File: src/rtl/sync_fifo_param.sv
// Single-clock parametrised FIFO with registered or fall-through read, level flags and error pulses.
// Latency: write visible in flags/count after 1 edge; FWFT=0 read data 1 cycle after accepted rd_en, FWFT=1 data shown combinationally from storage.
// Backpressure: writes are dropped while fifo_full (overflow pulse), reads are dropped while fifo_empty (underflow pulse).
//
// Ports:
//   clk, rst                 sole clock; synchronous active-high reset
//   wr_en, wr_data           write request and word
//   rd_en, rd_data           read request (pop) and read word
//   fifo_full, fifo_empty    count == DEPTH / count == 0
//   almost_full/_empty       count >= AF_LEVEL / count <= AE_LEVEL
//   data_cnt                 words stored, 0..DEPTH
//   overflow, underflow      one-cycle pulses after a rejected write / read
module sync_fifo_param #(
    parameter int WIDTH    = 8,
    parameter int DEPTH    = 8,
    parameter int FWFT     = 0,
    parameter int AF_LEVEL = DEPTH - 2,
    parameter int AE_LEVEL = 1
) (
    input  logic                       clk,
    input  logic                       rst,
    input  logic                       wr_en,
    input  logic [WIDTH-1:0]           wr_data,
    input  logic                       rd_en,
    output logic [WIDTH-1:0]           rd_data,
    output logic                       fifo_full,
    output logic                       fifo_empty,
    output logic                       almost_full,
    output logic                       almost_empty,
    output logic [$clog2(DEPTH):0]     data_cnt,
    output logic                       overflow,
    output logic                       underflow
);

    localparam int AW = $clog2(DEPTH);
    localparam int CW = AW + 1;

    localparam logic [AW-1:0] PTR_ONE  = AW'(1);
    localparam logic [CW-1:0] CNT_ONE  = CW'(1);
    localparam logic [CW-1:0] CNT_FULL = CW'(DEPTH);
    localparam logic [CW-1:0] CNT_AF   = CW'(AF_LEVEL);
    localparam logic [CW-1:0] CNT_AE   = CW'(AE_LEVEL);

    // Storage array; deliberately not reset, contents are only meaningful
    // between rd_ptr and wr_ptr.
    logic [WIDTH-1:0] mem_q [DEPTH];

    logic [AW-1:0] wr_ptr_q, wr_ptr_d;
    logic [AW-1:0] rd_ptr_q, rd_ptr_d;
    logic [CW-1:0] cnt_q,    cnt_d;
    logic          full_q,   full_d;
    logic          empty_q,  empty_d;
    logic          afull_q,  afull_d;
    logic          aempty_q, aempty_d;
    logic          ovf_q,    ovf_d;
    logic          unf_q,    unf_d;

    logic wa;
    logic ra;

    // Acceptance looks only at the registered flags, so a read in the same
    // cycle never frees room for a write at full, and a write never supplies
    // data for a read at empty. This also keeps wr_en/rd_en off every
    // combinational output path.
    always_comb begin
        wa       = wr_en && !full_q;
        ra       = rd_en && !empty_q;

        wr_ptr_d = wr_ptr_q;
        rd_ptr_d = rd_ptr_q;
        cnt_d    = cnt_q;

        if (wa) begin
            wr_ptr_d = wr_ptr_q + PTR_ONE;
        end
        if (ra) begin
            rd_ptr_d = rd_ptr_q + PTR_ONE;
        end

        unique case ({wa, ra})
            2'b10:   cnt_d = cnt_q + CNT_ONE;
            2'b01:   cnt_d = cnt_q - CNT_ONE;
            default: cnt_d = cnt_q;
        endcase

        // Flags come from the next count so they line up with data_cnt.
        full_d   = (cnt_d == CNT_FULL);
        empty_d  = (cnt_d == '0);
        afull_d  = (cnt_d >= CNT_AF);
        aempty_d = (cnt_d <= CNT_AE);

        ovf_d    = wr_en && full_q;
        unf_d    = rd_en && empty_q;
    end

    always_ff @(posedge clk) begin
        if (rst) begin
            wr_ptr_q <= '0;
            rd_ptr_q <= '0;
            cnt_q    <= '0;
            full_q   <= 1'b0;
            empty_q  <= 1'b1;
            afull_q  <= 1'b0;
            aempty_q <= 1'b1;
            ovf_q    <= 1'b0;
            unf_q    <= 1'b0;
        end else begin
            wr_ptr_q <= wr_ptr_d;
            rd_ptr_q <= rd_ptr_d;
            cnt_q    <= cnt_d;
            full_q   <= full_d;
            empty_q  <= empty_d;
            afull_q  <= afull_d;
            aempty_q <= aempty_d;
            ovf_q    <= ovf_d;
            unf_q    <= unf_d;
        end
    end

    // Writes during reset are ignored so the post-reset state is clean.
    always_ff @(posedge clk) begin
        if (!rst && wa) begin
            mem_q[wr_ptr_q] <= wr_data;
        end
    end

    generate
        if (FWFT != 0) begin : g_fwft
            // Head word is always on the output; only the pointer selects it.
            assign rd_data = mem_q[rd_ptr_q];
        end else begin : g_reg_read
            logic [WIDTH-1:0] rd_data_q, rd_data_d;

            always_comb begin
                rd_data_d = rd_data_q;
                if (ra) begin
                    rd_data_d = mem_q[rd_ptr_q];
                end
            end

            always_ff @(posedge clk) begin
                if (rst) begin
                    rd_data_q <= '0;
                end else begin
                    rd_data_q <= rd_data_d;
                end
            end

            assign rd_data = rd_data_q;
        end
    endgenerate

    assign fifo_full    = full_q;
    assign fifo_empty   = empty_q;
    assign almost_full  = afull_q;
    assign almost_empty = aempty_q;
    assign data_cnt     = cnt_q;
    assign overflow     = ovf_q;
    assign underflow    = unf_q;

endmodule

File: config.mk
export PLATFORM = sky130hd
export DESIGN_NAME = sync_fifo_param
export DESIGN_NICKNAME = d
export VERILOG_FILES = /design/src/rtl/sync_fifo_param.sv
export SDC_FILE = /design/constraint.sdc
export NUM_CORES = 1
export LEC_CHECK = 0
export CORE_ASPECT_RATIO = 0.9
export CORE_UTILIZATION = 40
export DETAILED_ROUTE_END_ITERATION = 8
export SYNTH_ARGS = -nofsm -noshare
export SYNTH_HDL_FRONTEND = slang
export SYNTH_SLANG_ARGS = --single-unit
File: constraint.sdc
create_clock -name clk -period 2.6 [get_ports clk]
set_input_delay 0.52 -clock clk [delete_from_list [all_inputs] [get_ports clk]]
set_output_delay 0.52 -clock clk [all_outputs]
set_load 0.03 [all_outputs]
==> results of run 1 <==
==> worst register-to-register path: cells and delay by family (launching register included) <==
kind | cells | cell delay [ns]
AOI/OAI and AO/OA | 4 | 0.87
xor gates and xnor gates | 1 | 0.12
adders and majority gates | 1 | 0.18
buffers and inverters | 1 | 0.07
DFF | 1 | 0.33
and+or+nand+nor | 3 | 0.34
==> layer usage <==
layer	part of all wire, %	vias to the layer above
met5	0	-
met4	1.2	0
met3	4.0	8
met2	45	38
met1	50	936
li1	-	929
==> worst max-delay path by stage <==
| stage | startpoint | endpoint | depth (start not counted) |
|---|---|---|---|
| floorplan | fifo_empty | fifo_empty | 11 |
| global placement | wr_en | fifo_empty | 11 |
| detailed placement | wr_en | fifo_empty | 11 |
| CTS | wr_en | fifo_empty | 11 |
| global route | wr_en | fifo_empty | 11 |
| finish | wr_en | almost_empty | 9 |
==> kinds of logic after synthesis <==
family,count (synthesis),share of synthesized area [%]
AND/OR/NAND/NOR,55,7.324
buffers and inverters,14,1.813
flip-flops,88,69.62
XOR/XNOR,7,1.777
adder cells (fa/ha/maj),4,1.450
AO/OA/AOI/OAI,23,4.968
multiplexers,25,13.05
==> final cells by class <==
| type | instances | area (um^2) | share of cell area (%) |
|---|---|---|---|
| multi-input cells | 114 | 985.9 | 23.61 |
| well taps | 115 | 143.9 | 3.445 |
| repair buffers | 52 | 462.9 | 11.08 |
| inverters | 3 | 11.26 | 0.2696 |
| flip-flops and latches | 88 | 2402 | 57.52 |
| clock inverters | 6 | 42.54 | 1.019 |
| clock buffers | 10 | 127.6 | 3.056 |
==> metrics by stage <==
stage          total power [mW]  utilization [%]  instances  setup slack (ns)
4_1_cts                   3.221            50.79        388            0.1673
3_5_place_dp              2.390            48.72        372           -0.2169
6_report                  3.181            50.79        388            0.2618
3_3_place_gp              2.387            48.72        372           -0.1612
2_1_floorplan             2.141                -        216            0.1029
5_1_grt                   3.342            50.79        388           0.02967
==> state kept, by name, indices dropped and copies added (netlist names) <==
register / flops
almost_empty: 1
almost_full: 1
data_cnt: 4
fifo_empty: 1
fifo_full: 1
mem_q: 64
overflow: 1
rd_data: 8
rd_ptr_q: 3
underflow: 1
wr_ptr_q: 3
==> cells in the final DEF, fill, tap and decap left out, types with 2 or more instances in the layout <==
cell / Yosys / final
mux4_2: 16 / 16
mux2i_1: 9 / 9
xnor2_1: 4 / 4
edfxtp_1: 64 / 64
inv_6: 0 / 2
nor2b_1: 3 / 3
clkinv_1: 1 / 2
dfxtp_1: 24 / 24
ha_1: 4 / 4
nand2b_1: 2 / 2
o21bai_1: 2 / 2
nor2_1: 25 / 25
a211oi_1: 8 / 8
a21oi_1: 4 / 4
clkdlybuf4s50_1: 0 / 29
nand2_1: 12 / 12
clkbuf_8: 0 / 9
buf_4: 2 / 23
nor3b_1: 2 / 2
xor2_1: 3 / 3
nor3_1: 6 / 6
==> power by group through the flow <==
stage                     Combinational [mW]  Clock [mW]  Sequential, mW
after floorplan                        0.353           0            1.79
after global placement                 0.710           0            1.68
after detailed placement               0.712           0            1.68
after CTS                              0.714       0.859            1.65
after global routing                   0.772       0.912            1.66
final                                  0.705       0.830            1.65
==> timing repair <==
action	CTS	global route
gates resized for setup	0	1
endpoints found under the setup margin	0	2
setup buffers	0	0
==> impl_results.md, run 1 <==
* Status: completed
* Clk buf depth at 2
* Worst hold endpoint: underflow
* GRT Util Overall at 15.37%
* Tcrit/Tclk final at 89.93%
* Final instance area at 0.004177 mm^2
* Ys flop type: edfxtp_1
* Switching part of the total at 28.67%
* Met2 global-route usage at 22.47%
* Post-synth top area cell: edfxtp_1
* CP startpoint kind: input pin
* Core ar. at 0.008223 mm^2
* Grt ovf at 0
* Area grow syn2layout at 21.03%
* Req. time, crit path at 2.85 ns
* Die Ht at 90.12 um
* Net Count, Synth at 232
* Hold Crit Depth at 2
* CTS Hold Buffers Added at 0
* Leak at 1.381 nW
* Die area at 0.009003 mm^2
* CP Buf/Inv Count at 2
* Cell Pwr Density at 761.6 mW/mm^2
* Crit path cell chain: clkdlybuf4s50_1 > nor2b_1 > inv_2 > ha_1 > and4b_1 > o21ai_1 > a221oi_2 > xnor2_1 > a31o_1
* CP endpoint kind: register
* Seq cells post-synth at 88
* Most common cell in the netlist: edfxtp_1
* Area contributors post-synth: edfxtp_1, dfxtp_1, mux4_2
* Critical path's slowest cell: clkdlybuf4s50_1
* Yosys warnings at 0
* First-pass GRT wire length at 10.09 mm
* Sw Pwr at 911.8 uW
* Unrepaired setup endpoints after global routing: no
* ANT cells at 0
* WS Path Type: input pin to register
* Largest net degree at the start of global routing at 22
* Delay-heaviest family, CP: compound AO/OA/AOI/OAI gates
* DR WL/cell at 15.84 um
* Register area share after synthesis at 69.62%
* Max incr delay on CP at 0.47 ns
* Syn Std Cell Area at 0.003451 mm^2
* Combinational Power Share at 22.2%
* Internal power at 2.269 mW
* Worst endpoint data arrival time at 2.59 ns
* Fmax at 427.7 MHz
* Final nets at 284
* Hpwl dp at 4.127 mm
* Worst Tran Pin Value at 0.6527 ns
* Synth top area share at 55.69%
* Starting Density at 41.97%
* Starting DRT DRC Count at 62
* Part of the power in registers at 51.7%
* Placed Area at 0.004006 mm^2
* Initial antenna violation count at 0
* Final min period at 2.338 ns
* Rows at 31
* Cts bufs inserted at 9
* Setup slack, reg-to-reg at 0.57 ns
* R2R Path End: fifo_empty
* MaxCap Viol Count at 0
* Met1 Use GR at 21.92%
* Via count at 1911
* Final setup viols at 0
* Peak supply drop at 0.3689 mV
* Syn_area_per_cell at 15.98 um^2
* Worst reg-to-reg path cell count at 10
* I/O Buffers at 29
* Slew Viols, Final at 0
* Synth cell count leaders: edfxtp_1, nor2_1, dfxtp_1
* Sink Count at 88
* Pre-Repair DR Iteration Count at 4
* Remaining antenna violation count at 0
* FF-to-FF Start: fifo_empty
* Vias in the first global route at 1876
* Slew headroom at 56.43%
* DRT Wirelength at 6.147 mm
* Post-synth EDFFs at 64
* Fin Setup TNS at 0 ns
* Clk_lat worst skew at 0.35 ns
* Share of layout cells above drive strength 1 at 20.88%
* Synth unique cells at 36
* Max FO, Critical Path at 5
* Hold_ws at 0.4594 ns
* Asr flop ratio synth at 0%
* GP Congestion at 0.7959
* CTS root buffer: clkbuf_8
* Grt met3 use at 4.743%
* Gr busiest metal: met2
* Fillers at 736
* CTS clock-pin slew for the worst setup and hold paths at 0.09 ns
* Final Hold Viols at 0
* H-tree depth at 3
* Ports at 30
* Drt drc at 0
* Worst hold path type: register to register
* Clock share of power at 26.1%
* Final Skew at 0.007807 ns
* Cells after Synth at 216
* CTS tree: done
* Chip Width at 99.91 um
* Avg Vias per Cell at 4.925
* Hold path start: fifo_empty
Power figures use the tool's default switching activity.
==> run 2, diff against run 1 <==
--- a/config.mk
+++ b/config.mk
@@ -5,6 +5,7 @@
 export SDC_FILE = /design/constraint.sdc
 export NUM_CORES = 1
 export LEC_CHECK = 0
+export ABC_CLOCK_PERIOD_IN_PS = 2600
 export CORE_ASPECT_RATIO = 0.9
 export CORE_UTILIZATION = 40
 export DETAILED_ROUTE_END_ITERATION = 8
==> results of run 2 <==
No change in the layout: final DEF, timing and power equal those of run 1.
==> run 3, diff against run 2 <==
--- a/config.mk
+++ b/config.mk
@@ -9,6 +9,7 @@
 export CORE_ASPECT_RATIO = 0.9
 export CORE_UTILIZATION = 40
 export DETAILED_ROUTE_END_ITERATION = 8
+export SKIP_CTS_REPAIR_TIMING = 1
 export SYNTH_ARGS = -nofsm -noshare
 export SYNTH_HDL_FRONTEND = slang
 export SYNTH_SLANG_ARGS = --single-unit
==> results of run 3 <==
No change in the layout: final DEF, timing and power equal those of run 1.
